===== src/rtl/fetch_queue.sv =====
// Instruction fetch queue: buffers DEPTH {pc, instr} pairs between fetch and decode.
// Optional same-cycle empty-queue bypass is enabled by defining FETCH_QUEUE_BYPASS_EN.
module fetch_queue #(
    parameter int DEPTH = 4,
    parameter int PTR_W = 2
) (
    input  logic             clk,
    input  logic             reset,
    input  logic             flush,
    input  logic             in_valid,
    output logic             in_ready,
    input  logic [31:0]      in_pc,
    input  logic [31:0]      in_instr,
    output logic             out_valid,
    input  logic             out_ready,
    output logic [31:0]      out_pc,
    output logic [31:0]      out_instr,
    output logic [PTR_W:0]   count
);

    localparam logic [PTR_W:0]   CNT_FULL = (PTR_W + 1)'(DEPTH);
    localparam logic [PTR_W:0]   CNT_ZERO = (PTR_W + 1)'(0);
    localparam logic [PTR_W:0]   CNT_ONE  = (PTR_W + 1)'(1);
    localparam logic [PTR_W-1:0] PTR_ZERO = PTR_W'(0);
    localparam logic [PTR_W-1:0] PTR_ONE  = PTR_W'(1);

    logic [31:0]      r_pc_mem    [DEPTH];
    logic [31:0]      r_instr_mem [DEPTH];
    logic [PTR_W-1:0] r_wr_ptr;
    logic [PTR_W-1:0] r_rd_ptr;
    logic [PTR_W:0]   r_count;

    logic w_empty;
    logic w_full;
    logic w_bypass;
    logic w_push;
    logic w_pop;
    logic w_wr_en;
    logic w_rd_en;

    assign count = r_count;

    // Handshake decode, head-entry read mux and optional bypass selection.
    always_comb begin
        w_empty  = (r_count == CNT_ZERO);
        w_full   = (r_count == CNT_FULL);
        w_bypass = 1'b0;
`ifdef FETCH_QUEUE_BYPASS_EN
        w_bypass = w_empty & in_valid & ~flush;
`else
        w_bypass = 1'b0;
`endif
        in_ready  = ~w_full;
        out_valid = ~w_empty | w_bypass;
        if (w_bypass) begin
            out_pc    = in_pc;
            out_instr = in_instr;
        end else if (!w_empty) begin
            out_pc    = r_pc_mem[r_rd_ptr];
            out_instr = r_instr_mem[r_rd_ptr];
        end else begin
            out_pc    = 32'h0000_0000;
            out_instr = 32'h0000_0000;
        end
        w_push  = in_valid & in_ready;
        w_pop   = out_valid & out_ready;
        // A bypassed pair consumed by decode never touches storage.
        w_wr_en = w_push & ~(w_bypass & out_ready);
        w_rd_en = w_pop & ~w_empty;
    end

    // Pointer and occupancy state; flush outranks any push or pop.
    always_ff @(posedge clk or negedge reset) begin
        if (!reset) begin
            r_wr_ptr <= PTR_ZERO;
            r_rd_ptr <= PTR_ZERO;
            r_count  <= CNT_ZERO;
        end else if (flush) begin
            r_wr_ptr <= PTR_ZERO;
            r_rd_ptr <= PTR_ZERO;
            r_count  <= CNT_ZERO;
        end else begin
            if (w_wr_en) begin
                r_wr_ptr <= r_wr_ptr + PTR_ONE;
            end else begin
                r_wr_ptr <= r_wr_ptr;
            end
            if (w_rd_en) begin
                r_rd_ptr <= r_rd_ptr + PTR_ONE;
            end else begin
                r_rd_ptr <= r_rd_ptr;
            end
            case ({w_wr_en, w_rd_en})
                2'b10:   r_count <= r_count + CNT_ONE;
                2'b01:   r_count <= r_count - CNT_ONE;
                default: r_count <= r_count;
            endcase
        end
    end

    // Entry storage; contents are don't-care until written.
    always_ff @(posedge clk) begin
        if (w_wr_en && !flush) begin
            r_pc_mem[r_wr_ptr]    <= in_pc;
            r_instr_mem[r_wr_ptr] <= in_instr;
        end
    end

endmodule


===== config.mk =====
export PLATFORM = sky130hd
export DESIGN_NAME = fetch_queue
export DESIGN_NICKNAME = d
export VERILOG_FILES = /design/src/rtl/fetch_queue.sv
export SDC_FILE = /design/constraint.sdc
export NUM_CORES = 1
export LEC_CHECK = 0
export CAP_MARGIN = 40
export CORE_MARGIN = 2
export CORE_UTILIZATION = 23
export DETAILED_ROUTE_END_ITERATION = 16
export GPL_TIMING_DRIVEN = 0
export PLACE_DENSITY_LB_ADDON = 0.3
export SLEW_MARGIN = 20
export SYNTH_ARGS = -nofsm -noshare
export SYNTH_HDL_FRONTEND = slang
export SYNTH_SLANG_ARGS = --single-unit

===== constraint.sdc =====
create_clock -name clk -period 5.45 [get_ports clk]
set_input_delay 1.09 -clock clk [delete_from_list [all_inputs] [get_ports clk]]
set_output_delay 1.09 -clock clk [all_outputs]
set_load 0.01 [all_outputs]

==> impl_metrics.ini <==
[worst_setup_path]
r2r-start = count[0]$_DFFE_PN0P_
worstPathMaxFanout = 10
r2r-end = r_pc_mem[0][31]$_DFFE_PP_
endpoint_kind = output port
reg2regPathDepth = 6
ff2ff_setup_slack_ns = 3.09
cp.required_ns = 4.36
crit_type = reg -> out
cp_data_arrival_time_ns = 2.84
crit_path_start_kind = flip-flop

[detailed_routing]
routed_wirelength_um = 22580
route.antenna.remaining_nets = 0
wl_per_cell_um = 18.02
first_pass_iters = 4
via_count = 4979
drc = 0
viasPerCell = 3.974
drt_iter0_markers = 190

[placed_design]
dp_slack_ns = 1.857
gp_congestion = 0.6424
port_buffers = 135
place_area_mm2 = 0.01243
dp_hpwl_um = 13960

[cts]
cts_buffer_depth = 3
clk_pin_slew_ns = 0.06
clock-sinks = 263
cts_made_buffers = 30
worst_skew_pair.late_latency_ns = 0.55
postCtsSetupRepairBufs = 0
cts_tree = done
cts_hold_buffers = 0
cts-resized-gates = 0
root_buffer = clkbuf_16
cts_max_level = 1

[sta]
hold_violations = 0
setup_slack_ns = 1.520
period_minus_slack_ns = 3.930
setup_viol = 0
final.setup.tns_ns = 0
worst_pin_slew_ns = 0.7448
clock_skew_ns = 0.009839
slew_viol_final = 0
min_period_over_period_pct = 72.12
rsz0062_at_grt = no
slew_headroom_pct = 50.35
max_freq_mhz = 254.4

[die]
start_util_pct = 23.21
coreArea_mm2 = 0.04403
io_pins = 138
fp-row-count = 77
dieHeight_um = 214.8
dieArea_mm2 = 0.04614
die_w_um = 214.8

[global_routing]
grt_max_degree = 37
globalRouteTotalUtil_pct = 9.719
grt_pass1_wl_um = 33690
grt_pass1_vias = 5384
antenna_found_initial = 2
gr-total-overflow = 0

[cells_and_area]
multiInputGateArea_mm2 = 0.002196
regArea_mm2 = 0.007863
fin_nets = 715
synthToLayoutAreaGrowth_pct = 30.63
n_fill_cell = 4356
final_cell_mix = edfxtp_1, clkdlybuf4s50_1, mux4_2, and2_1, clkbuf_16
layout-drive-gt1-share_pct = 19.97
finalInstanceArea_mm2 = 0.01335
layout_commonest_cell = edfxtp_1
n_antenna_cell = 0

[min_path]
hold_start = r_wr_ptr[1]$_DFFE_PN0P_
holdPathEnd = r_wr_ptr[1]$_DFFE_PN0P_
hp-class = reg -> reg
min_path_cells = 2

[synthesis]
synth_fp_nets = 544
ys_seq_area_share_pct = 76.93
yosysWarnings = 0
syn_area_per_cell_um2 = 21.74
syn_area_mm2 = 0.01022
ys_seq_elements = 263
synth_cell_types = 32
syn_inst = 470

[pwr]
peakVddDrop_mv = 0.2188
leakagePower_nw = 4.170
powerDensity_mw_per_mm2 = 373.0

[flow_run]
max-cap-violations = 0

[run_status]
status = finished clean
cell type report:
type	count	share of cell area, %
flip-flops and latches	263	58.89
inverters	4	0.1125
clock buffers	38	6.007
multi-input cells	177	16.45
clock inverters	14	0.8716
well taps	592	5.548
repair buffers	139	10.95
plain buffers	26	1.172
logic make-up after synthesis:
logic type	Yosys count	share of synthesized area (%)
compound gates	15	0.9796
xor+xnor	4	0.3429
fa+ha+maj	5	0.6856
buf+inv	30	1.677
flops	263	76.93
mux	64	14.10
simple gates	89	5.277
how the worst max path moves through the flow:
stage | start | endpoint | slack (ns) | depth (start not counted)
floorplan | in_valid | r_instr_mem[0][0]$_DFFE_PP_ | 2.00 | 4
global placement | in_valid | r_instr_mem[3][3]$_DFFE_PP_ | -0.38 | 5
detailed placement | in_valid | r_instr_mem[0][4]$_DFFE_PP_ | 1.86 | 6
CTS | count[1]$_DFFE_PN0P_ | out_pc[23] | 1.32 | 6
global route | count[1]$_DFFE_PN0P_ | out_instr[10] | 1.24 | 6
finish | count[0]$_DFFE_PN0P_ | out_pc[23] | 1.52 | 6
per-stage QoR:
stage	util [%]	hold slack, ns	cells	power, mW
floorplan	-	0.5425	470	2.757
global placement	27.96	0.5687	1197	3.153
detailed placement	28.24	0.5759	1201	3.157
CTS	30.32	0.5839	1253	5.097
global route	30.32	0.6053	1253	5.216
finish	30.32	0.5866	1253	4.979
registers in the layout (all words and copies together) (netlist names):
| signal | count |
|---|---|
| r_wr_ptr | 2 |
| r_rd_ptr | 2 |
| r_pc_mem | 128 |
| r_instr_mem | 128 |
| count | 3 |
critical path, stage by stage, from the launching register on:
cell	delay, ns
dfrtp_1	0.39
buf_2	0.21
or3_4	0.19
buf_2	0.26
clkbuf_1	0.43
and2_1	0.22
clkdlybuf4s50_1	0.58
cells in the mapped netlist, drive strengths merged:
| cell type | n | area share [%] |
|---|---|---|
| edfxtp | 256 | 75 |
| and2 | 68 | 4.2 |
| mux4 | 64 | 14 |
| buf | 18 | 1.2 |
| clkbuf | 8 | 0.29 |
| dfrtp | 7 | 1.7 |
| nand2 | 7 | 0.28 |
| a21oi | 5 | 0.24 |
| nor2 | 5 | 0.18 |
| ha | 4 | 0.49 |
| inv | 4 | 0.15 |
| xor2 | 3 | 0.26 |
| nand3 | 2 | 0.098 |
| nand3b | 2 | 0.15 |
| o21ai | 2 | 0.098 |
| or3 | 2 | 0.17 |
| or3b | 2 | 0.17 |
| a2111oi | 1 | 0.086 |
| a21o | 1 | 0.073 |
| a221oi | 1 | 0.086 |
| a32oi | 1 | 0.086 |
| fa | 1 | 0.20 |
| nand2b | 1 | 0.061 |
| o211ai | 1 | 0.073 |
| o221ai | 1 | 0.086 |
| o22ai | 1 | 0.061 |
| o311ai | 1 | 0.086 |
| xnor2 | 1 | 0.086 |
report_power, final:
part	leakage [nW]	internal, mW	switching [mW]
sequential	2.42	2.30	0.0183
clock	0.442	1.12	0.773
combinational	1.31	0.417	0.353
per-layer routing:
| layer | up-vias | part of all wire (%) | global-route usage, % |
|---|---|---|---|
| met5 | - | 0.11 | 0 |
| met4 | 4 | 2.0 | 2.963 |
| met3 | 33 | 5.7 | 2.477 |
| met2 | 130 | 49 | 16.58 |
| met1 | 2561 | 44 | 12.12 |
| li1 | 2251 | - | - |
Power figures use the tool's default switching activity.
